===== src/rtl/pipe_pkg.sv =====
`default_nettype none
// ============================================================================
//  Module   : pipe_pkg
//  Brief    : Shared types and constants for the pipeline hazard controller.
//  Revision : 1.0 - initial release
// ============================================================================
package pipe_pkg;

  // Controller sequencing states
  typedef enum logic [1:0] {
    RUN      = 2'd0,
    MEM_WAIT = 2'd1,
    HALT     = 2'd2
  } pipe_state_e;

  // Architectural zero register never creates a dependency
  localparam logic [4:0] REG_ZERO = 5'd0;

  // Per-stage hold / bubble pair
  typedef struct packed {
    logic stall;
    logic flush;
  } stage_ctrl_t;

endpackage
`default_nettype wire


===== src/rtl/pipe_ctrl_if.sv =====
`default_nettype none
// ============================================================================
//  Module   : pipe_ctrl_if
//  Brief    : Hazard inputs and per-stage stall/flush controls between the
//             pipeline datapath (master) and the controller (slave).
//  Revision : 1.0 - initial release
// ============================================================================
interface pipe_ctrl_if;
  logic [4:0] d_i_rs1;
  logic [4:0] d_i_rs2;
  logic       d_i_rs1_used;
  logic       d_i_rs2_used;
  logic [4:0] e_i_rd;
  logic       e_i_rd_wen;
  logic       e_i_is_load;
  logic       e_i_redirect;
  logic       m_i_req;
  logic       m_i_ready;
  logic       w_i_halt;
  logic       f_o_stall;
  logic       d_o_stall;
  logic       e_o_stall;
  logic       m_o_stall;
  logic       d_o_flush;
  logic       e_o_flush;
  logic       w_o_flush;

  modport master (
    output d_i_rs1, d_i_rs2, d_i_rs1_used, d_i_rs2_used, e_i_rd, e_i_rd_wen,
           e_i_is_load, e_i_redirect, m_i_req, m_i_ready, w_i_halt,
    input  f_o_stall, d_o_stall, e_o_stall, m_o_stall, d_o_flush, e_o_flush,
           w_o_flush
  );

  modport slave (
    input  d_i_rs1, d_i_rs2, d_i_rs1_used, d_i_rs2_used, e_i_rd, e_i_rd_wen,
           e_i_is_load, e_i_redirect, m_i_req, m_i_ready, w_i_halt,
    output f_o_stall, d_o_stall, e_o_stall, m_o_stall, d_o_flush, e_o_flush,
           w_o_flush
  );
endinterface
`default_nettype wire


===== src/rtl/pipe_hazard_det.sv =====
`default_nettype none
// ============================================================================
//  Module   : pipe_hazard_det
//  Brief    : Combinational load-use comparator between regD sources and the
//             regE load destination.
//  Revision : 1.0 - initial release
// ============================================================================
module pipe_hazard_det
  import pipe_pkg::*;
(
  input  wire logic [4:0] i_rs1,
  input  wire logic [4:0] i_rs2,
  input  wire logic       i_rs1_used,
  input  wire logic       i_rs2_used,
  input  wire logic [4:0] i_rd,
  input  wire logic       i_rd_wen,
  input  wire logic       i_is_load,
  output logic            o_load_use
);

  logic w_rs1_hit;
  logic w_rs2_hit;

  // A load whose result a regD source needs before it leaves memory
  always_comb begin
    w_rs1_hit  = i_rs1_used && (i_rs1 == i_rd);
    w_rs2_hit  = i_rs2_used && (i_rs2 == i_rd);
    o_load_use = i_is_load && i_rd_wen && (i_rd != REG_ZERO) && (w_rs1_hit || w_rs2_hit);
  end

endmodule
`default_nettype wire


===== src/rtl/pipe_ctrl.sv =====
`default_nettype none
// ============================================================================
//  Module   : pipe_ctrl
//  Brief    : Five-stage pipeline hazard/sequencing controller: load-use
//             bubbles, redirect squash, memory wait, timeout watchdog, halt.
//             Optional performance counters under PIPE_CTRL_PERF_EN.
//  Revision : 1.0 - initial release
// ============================================================================
module pipe_ctrl
  import pipe_pkg::*;
#(
  parameter int MEM_TIMEOUT = 1023
) (
  input  wire logic   clk,
  input  wire logic   rst,
  pipe_ctrl_if.slave  pif,
  output logic        o_halted,
  output logic        o_mem_timeout,
  output logic [31:0] o_stall_cnt,
  output logic [31:0] o_flush_cnt,
  output logic [31:0] o_lu_cnt
);

  localparam logic [15:0] C_TIMEOUT = 16'(MEM_TIMEOUT);

  pipe_state_e state_q, state_d;
  logic [15:0] wcnt_q, wcnt_d;
  logic        tmo_q, tmo_d;
  logic        w_load_use;
  logic        w_resolve;
  logic        w_freeze;
  logic        w_redir_take;
  logic        w_lu_take;
  stage_ctrl_t w_d_ctl;
  stage_ctrl_t w_e_ctl;

  pipe_hazard_det u_hazard (
    .i_rs1      (pif.d_i_rs1),
    .i_rs2      (pif.d_i_rs2),
    .i_rs1_used (pif.d_i_rs1_used),
    .i_rs2_used (pif.d_i_rs2_used),
    .i_rd       (pif.e_i_rd),
    .i_rd_wen   (pif.e_i_rd_wen),
    .i_is_load  (pif.e_i_is_load),
    .o_load_use (w_load_use)
  );

  // Next-state, watchdog and per-stage control decode
  always_comb begin
    state_d      = state_q;
    wcnt_d       = wcnt_q;
    tmo_d        = tmo_q;
    w_resolve    = 1'b0;
    w_freeze     = 1'b0;
    w_redir_take = 1'b0;
    w_lu_take    = 1'b0;
    w_d_ctl      = '0;
    w_e_ctl      = '0;

    unique case (state_q)
      RUN: begin
        if (pif.w_i_halt) begin
          w_freeze = 1'b1;
          state_d  = HALT;
        end else if (pif.m_i_req && !pif.m_i_ready) begin
          w_freeze = 1'b1;
          wcnt_d   = 16'd0;
          state_d  = MEM_WAIT;
        end else begin
          w_resolve = 1'b1;
        end
      end
      MEM_WAIT: begin
        if (pif.w_i_halt) begin
          w_freeze = 1'b1;
          state_d  = HALT;
        end else if (pif.m_i_ready) begin
          w_resolve = 1'b1;
          state_d   = RUN;
        end else begin
          w_freeze = 1'b1;
          if (wcnt_q == C_TIMEOUT) begin
            tmo_d   = 1'b1;
            state_d = HALT;
          end else begin
            wcnt_d = wcnt_q + 16'd1;
          end
        end
      end
      HALT: begin
        w_freeze = 1'b1;
      end
      default: begin
        state_d = RUN;
      end
    endcase

    // Redirect outranks load-use: the regD instruction is on the wrong path
    if (w_resolve) begin
      if (pif.e_i_redirect) begin
        w_redir_take  = 1'b1;
        w_d_ctl.flush = 1'b1;
        w_e_ctl.flush = 1'b1;
      end else if (w_load_use) begin
        w_lu_take     = 1'b1;
        w_d_ctl.stall = 1'b1;
        w_e_ctl.flush = 1'b1;
      end
    end

    if (w_freeze) begin
      w_d_ctl.stall = 1'b1;
      w_e_ctl.stall = 1'b1;
    end

    pif.f_o_stall = w_freeze || w_lu_take;
    pif.d_o_stall = w_d_ctl.stall;
    pif.e_o_stall = w_e_ctl.stall;
    pif.m_o_stall = w_freeze;
    pif.d_o_flush = w_d_ctl.flush;
    pif.e_o_flush = w_e_ctl.flush;
    pif.w_o_flush = w_freeze;
    o_halted      = (state_q == HALT);

    // Reset empties the pipeline with bubbles and holds nothing
    if (rst) begin
      pif.f_o_stall = 1'b0;
      pif.d_o_stall = 1'b0;
      pif.e_o_stall = 1'b0;
      pif.m_o_stall = 1'b0;
      pif.d_o_flush = 1'b1;
      pif.e_o_flush = 1'b1;
      pif.w_o_flush = 1'b1;
      o_halted      = 1'b0;
    end
  end

  // FSM state, wait counter and sticky timeout flag
  always_ff @(posedge clk) begin
    if (rst) begin
      state_q <= RUN;
      wcnt_q  <= 16'd0;
      tmo_q   <= 1'b0;
    end else begin
      state_q <= state_d;
      wcnt_q  <= wcnt_d;
      tmo_q   <= tmo_d;
    end
  end

  assign o_mem_timeout = tmo_q;

`ifdef PIPE_CTRL_PERF_EN
  logic [31:0] stall_cnt_q, stall_cnt_d;
  logic [31:0] flush_cnt_q, flush_cnt_d;
  logic [31:0] lu_cnt_q, lu_cnt_d;

  // Event counters, wrapping modulo 2^32
  always_comb begin
    stall_cnt_d = stall_cnt_q + {31'd0, pif.f_o_stall};
    flush_cnt_d = flush_cnt_q + {31'd0, w_redir_take};
    lu_cnt_d    = lu_cnt_q + {31'd0, w_lu_take};
  end

  // Counter registers
  always_ff @(posedge clk) begin
    if (rst) begin
      stall_cnt_q <= 32'd0;
      flush_cnt_q <= 32'd0;
      lu_cnt_q    <= 32'd0;
    end else begin
      stall_cnt_q <= stall_cnt_d;
      flush_cnt_q <= flush_cnt_d;
      lu_cnt_q    <= lu_cnt_d;
    end
  end

  assign o_stall_cnt = stall_cnt_q;
  assign o_flush_cnt = flush_cnt_q;
  assign o_lu_cnt    = lu_cnt_q;
`else
  assign o_stall_cnt = 32'd0;
  assign o_flush_cnt = 32'd0;
  assign o_lu_cnt    = 32'd0;
`endif

endmodule
`default_nettype wire


===== src/flat_wrapper.sv =====
// flat-port wrapper written by rule: the top's interface ports become plain ports
module pipe_ctrl_flat import pipe_pkg::*;
#(
  parameter int MEM_TIMEOUT = 1023
)
  (clk, rst, o_halted, o_mem_timeout, o_stall_cnt, o_flush_cnt, o_lu_cnt, pif_d_i_rs1, pif_d_i_rs2, pif_d_i_rs1_used, pif_d_i_rs2_used, pif_e_i_rd, pif_e_i_rd_wen, pif_e_i_is_load, pif_e_i_redirect, pif_m_i_req, pif_m_i_ready, pif_w_i_halt, pif_f_o_stall, pif_d_o_stall, pif_e_o_stall, pif_m_o_stall, pif_d_o_flush, pif_e_o_flush, pif_w_o_flush);
  pipe_ctrl_if pif_i ();
  input  wire logic clk;
  input  wire logic rst;
  output logic o_halted;
  output logic o_mem_timeout;
  output logic [31:0] o_stall_cnt;
  output logic [31:0] o_flush_cnt;
  output logic [31:0] o_lu_cnt;
  input wire logic [$bits(pif_i.d_i_rs1)-1:0] pif_d_i_rs1;
  input wire logic [$bits(pif_i.d_i_rs2)-1:0] pif_d_i_rs2;
  input wire logic [$bits(pif_i.d_i_rs1_used)-1:0] pif_d_i_rs1_used;
  input wire logic [$bits(pif_i.d_i_rs2_used)-1:0] pif_d_i_rs2_used;
  input wire logic [$bits(pif_i.e_i_rd)-1:0] pif_e_i_rd;
  input wire logic [$bits(pif_i.e_i_rd_wen)-1:0] pif_e_i_rd_wen;
  input wire logic [$bits(pif_i.e_i_is_load)-1:0] pif_e_i_is_load;
  input wire logic [$bits(pif_i.e_i_redirect)-1:0] pif_e_i_redirect;
  input wire logic [$bits(pif_i.m_i_req)-1:0] pif_m_i_req;
  input wire logic [$bits(pif_i.m_i_ready)-1:0] pif_m_i_ready;
  input wire logic [$bits(pif_i.w_i_halt)-1:0] pif_w_i_halt;
  output wire logic [$bits(pif_i.f_o_stall)-1:0] pif_f_o_stall;
  output wire logic [$bits(pif_i.d_o_stall)-1:0] pif_d_o_stall;
  output wire logic [$bits(pif_i.e_o_stall)-1:0] pif_e_o_stall;
  output wire logic [$bits(pif_i.m_o_stall)-1:0] pif_m_o_stall;
  output wire logic [$bits(pif_i.d_o_flush)-1:0] pif_d_o_flush;
  output wire logic [$bits(pif_i.e_o_flush)-1:0] pif_e_o_flush;
  output wire logic [$bits(pif_i.w_o_flush)-1:0] pif_w_o_flush;
  assign pif_i.d_i_rs1 = pif_d_i_rs1;
  assign pif_i.d_i_rs2 = pif_d_i_rs2;
  assign pif_i.d_i_rs1_used = pif_d_i_rs1_used;
  assign pif_i.d_i_rs2_used = pif_d_i_rs2_used;
  assign pif_i.e_i_rd = pif_e_i_rd;
  assign pif_i.e_i_rd_wen = pif_e_i_rd_wen;
  assign pif_i.e_i_is_load = pif_e_i_is_load;
  assign pif_i.e_i_redirect = pif_e_i_redirect;
  assign pif_i.m_i_req = pif_m_i_req;
  assign pif_i.m_i_ready = pif_m_i_ready;
  assign pif_i.w_i_halt = pif_w_i_halt;
  assign pif_f_o_stall = pif_i.f_o_stall;
  assign pif_d_o_stall = pif_i.d_o_stall;
  assign pif_e_o_stall = pif_i.e_o_stall;
  assign pif_m_o_stall = pif_i.m_o_stall;
  assign pif_d_o_flush = pif_i.d_o_flush;
  assign pif_e_o_flush = pif_i.e_o_flush;
  assign pif_w_o_flush = pif_i.w_o_flush;
  pipe_ctrl #(.MEM_TIMEOUT(MEM_TIMEOUT)) u_core (.clk(clk), .rst(rst), .pif(pif_i), .o_halted(o_halted), .o_mem_timeout(o_mem_timeout), .o_stall_cnt(o_stall_cnt), .o_flush_cnt(o_flush_cnt), .o_lu_cnt(o_lu_cnt));
endmodule

===== config.mk =====
export PLATFORM = sky130hd
export DESIGN_NAME = pipe_ctrl_flat
export DESIGN_NICKNAME = d
export VERILOG_FILES = /design/src/rtl/pipe_pkg.sv /design/src/rtl/pipe_ctrl_if.sv /design/src/rtl/pipe_hazard_det.sv /design/src/rtl/pipe_ctrl.sv /design/src/flat_wrapper.sv
export SDC_FILE = /design/constraint.sdc
export NUM_CORES = 1
export LEC_CHECK = 0
export ABC_AREA = 1
export BUFFER_PORTS_ARGS = -buffer_cell sky130_fd_sc_hd__buf_2
export CORE_MARGIN = 2
export CORE_UTILIZATION = 45
export CTS_CLUSTER_SIZE = 30
export DETAILED_ROUTE_END_ITERATION = 8
export GPL_ROUTABILITY_DRIVEN = 0
export HOLD_SLACK_MARGIN = 0.08
export PLACE_DENSITY = 0.89
export SYNTH_ARGS = -nofsm -noshare
export SYNTH_HDL_FRONTEND = slang
export SYNTH_SLANG_ARGS = --single-unit

===== constraint.sdc =====
create_clock -name clk -period 2.2 [get_ports clk]
set_clock_uncertainty 0.2 [all_clocks]
set_input_delay 0.22 -clock clk [delete_from_list [all_inputs] [get_ports clk]]
set_output_delay 0.22 -clock clk [all_outputs]
set_load 0.03 [all_outputs]

==> impl_metrics.env <==
export IMPL_status="finished, final reports clean"
export IMPL_clk_latency_ns=0.26
export IMPL_core_area_sq_um=4790
export IMPL_yosysSeqAreaShare_pct=16.8
export IMPL_port_buffers=33
export IMPL_grt_pass1_vias=1471
export IMPL_p_leak_nw=1.10
export IMPL_cts_sinks=19
export IMPL_drtAntennaViolNets=0
export IMPL_firstDrtPassIters=4
export IMPL_synth_compound_area_share_pct=5.65
export IMPL_arrival_ns=1.64
export IMPL_grt_overflow=0
export IMPL_drt_iter0_markers=63
export IMPL_synth_edf_count=0
export IMPL_synth_top_family_by_area="buffers and inverters"
export IMPL_synth_cell_types=34
export IMPL_grt_pass1_wl_mm=5.91
export IMPL_yosys_area_share_simple_pct=33.9
export IMPL_max_freq_ghz=0.486
export IMPL_finalSetupViolCount=0
export IMPL_postSynthCellCount=339
export IMPL_ys_ff_latch=19
export IMPL_hold_viol=0
export IMPL_synth_ff_type="dfxtp_1"
export IMPL_regToRegStartpoint="u_core.wcnt_q[0]"
export IMPL_routed_wl_mm=3.92
export IMPL_worst_hold_path_endpoint="u_core.state_q[1]"
export IMPL_syn_cell_area_sq_um=2260
export IMPL_r2r_slack_ns=0.46
export IMPL_routed_via_density=4.08
export IMPL_cts_buffer_depth=2
export IMPL_cts_tree="built"
export IMPL_fin_crit_sh_pct=93.6
export IMPL_cts_made_buffers=3
export IMPL_wl_per_cell_microns=8.97
export IMPL_setup_worst_path_start_class="flip-flop"
export IMPL_dieHeight_microns=74.8
export IMPL_vias=1783
export IMPL_min_period_ns=2.06
export IMPL_grt_max_degree=18
export IMPL_remaining_drc_errors=0
export IMPL_hold_class="in -> reg"
export IMPL_post_cts_buffers=0
export IMPL_holdBufCountCts=0
export IMPL_dp_cells=433
export IMPL_grt_setup_unrepaired="false"
export IMPL_reg2reg_to="u_core.wcnt_q[12]"
export IMPL_syn_area_per_cell_sq_um=6.66
export IMPL_final_seq_area_sq_um=380
export IMPL_pin_count=130
export IMPL_power_density_nw_per_um2=479
export IMPL_grt_use_total_pct=13.8
export IMPL_max_cap_violations=0
export IMPL_die_area_sq_um=5600
export IMPL_worstRegToRegCells=10
export IMPL_required_ns=1.78
export IMPL_hp_start="pif_m_i_ready"
export IMPL_setup_tns_ns=0
export IMPL_synth_adder_area_share_pct=0.554
export IMPL_end_kind="primary output"
export IMPL_floorplan_initialDensity_pct=47.2
export IMPL_syn_to_final_growth_pct=-4.60
export IMPL_yosys_warnings=0
export IMPL_worstSetupPathType="reg -> out"
export IMPL_path_max_fanout=5
export IMPL_fillCellCount=506
export IMPL_cts_root_buf="clkbuf_8"
export IMPL_placementRows=25
export IMPL_fin_nets=397
export IMPL_dp_hpwl_mm=3.27
export IMPL_power_mw=1.03
export IMPL_antennaDiodeCount=0
export IMPL_synthMuxAreaShare_pct=0
export IMPL_synthArstFlopShare_pct=0
export IMPL_fin_cells=437
export IMPL_synth_xor_area_share_pct=3.10
export IMPL_cts_resized_gates=0
export IMPL_antenna_found_initial=0
export IMPL_peakVddDrop_mv=0.194
export IMPL_hold_depth=4
export IMPL_clk_pin_slew_worst_paths_ns=0.07
export IMPL_maxSlewViolCount=0
export IMPL_die_w_microns=74.8
export IMPL_ctsHtreeMaxLevel=1
export IMPL_drive_above_1_share_pct=20.3
export IMPL_multi_input_comb_area_sq_um=1340
## synth_stat cells, types with 2 or more instances
library cell / count / area, sq um
nand3_1: 19 / 95.1
nor2_1: 45 / 169
xnor2_1: 2 / 17.5
nand2_1: 56 / 210
inv_2: 6 / 22.5
a21oi_2: 5 / 43.8
nand2_2: 7 / 43.8
o22ai_1: 2 / 12.5
buf_4: 98 / 736
nor2_4: 3 / 33.8
dfxtp_1: 19 / 380
nand2_4: 6 / 67.6
nor3_1: 2 / 10.0
o21ai_1: 2 / 10.0
xor2_1: 6 / 52.6
inv_1: 25 / 93.8
o21ai_0: 5 / 25.0
nand3b_1: 3 / 22.5
a21oi_1: 4 / 20.0
nor2_2: 5 / 31.3
nand4_1: 6 / 37.5
## worst max path at each step
stage	slack, ns	endpoint	start	depth (start not counted)
2_1_floorplan	0.07	pif_f_o_stall	u_core.state_q[1]	11
3_3_place_gp	0.48	pif_d_o_stall	pif_m_i_ready	11
3_5_place_dp	0.41	pif_f_o_stall	pif_m_i_ready	11
4_1_cts	0.13	pif_f_o_stall	u_core.state_q[1]	10
5_1_grt	0.02	pif_d_o_stall	u_core.state_q[1]	10
6_report	0.14	pif_f_o_stall	u_core.state_q[1]	10
## worst max-delay path: stages (launching register included)
cell and delay, ns:
dfxtp_1 0.45, inv_2 0.08, nand2_1 0.09, nor2_1 0.05, nor3_2 0.15, inv_2 0.05, o21ai_1 0.16, nor2_4 0.06
clkinv_1 0.06, nand2_1 0.05, buf_2 0.17
## kinds of logic (layout without fill, tap and decap cells)
family | Yosys count | after routing
simple gates | 156 | 156
buf+inv | 135 | 71
compound gates | 19 | 19
flops | 19 | 19
xor+xnor | 8 | 8
fa+ha+maj | 1 | 1
other cells | 1 | 96
## registers in the layout (all words and copies together) (netlist names)
| name | flops |
|---|---|
| u_core.state_q | 2 |
| u_core.o_mem_timeout | 1 |
| u_core.wcnt_q | 16 |
## power breakdown
group	internal (mW)	switching, mW
Clock	0.129	0.116
Sequential	0.353	0.0106
Combinational	0.0689	0.356
Total	0.551	0.482
## layer usage
layer / vias to the layer above / routed length (microns) / GRT usage (%)
met5: - / 0 / 0
li1: 913 / - / -
met2: 88 / 2030 / 25.0
met1: 773 / 1480 / 14.5
met4: 0 / 87 / 7.74
met3: 9 / 332 / 3.08
## final cells by class
class,instances,area share (%)
clock buffer,4,2.09
timing repair buffer,34,8.01
sequential,19,17.7
tap,67,3.89
multi-input combinational,280,62.4
inverter,33,5.98
## per-stage QoR
step / util [%] / setup slack, ns / instance area [sq um] / hold WS, ns
6_report: 45.0 / 0.141 / 2150 / 0.132
3_3_place_gp: 44.1 / 0.477 / 2110 / 0.264
5_1_grt: 45.0 / 0.0222 / 2150 / 0.167
4_1_cts: 45.0 / 0.133 / 2150 / 0.122
3_5_place_dp: 44.1 / 0.407 / 2110 / 0.288
2_1_floorplan: - / 0.0650 / 2620 / 0.253
## layout by cell type, fill, tap and decap left out, types with 2 or more instances in the layout
| cell | count |
|---|---|
| dfxtp_1 | 19 |
| xor2_1 | 6 |
| conb_1 | 96 |
| clkbuf_8 | 3 |
| nand3_1 | 19 |
| nor2_2 | 5 |
| nor3_1 | 2 |
| nor2_4 | 4 |
| o21ai_0 | 5 |
| a21oi_1 | 4 |
| xnor2_1 | 2 |
| nor2_1 | 44 |
| inv_2 | 6 |
| a21oi_2 | 5 |
| inv_1 | 25 |
| nand2_2 | 7 |
| o22ai_1 | 2 |
| nand2_4 | 6 |
| o21ai_1 | 2 |
| nand2_1 | 56 |
| nand4_1 | 6 |
| buf_2 | 33 |
| nand3b_1 | 3 |
No activity file was read; power rests on OpenSTA's default activity.
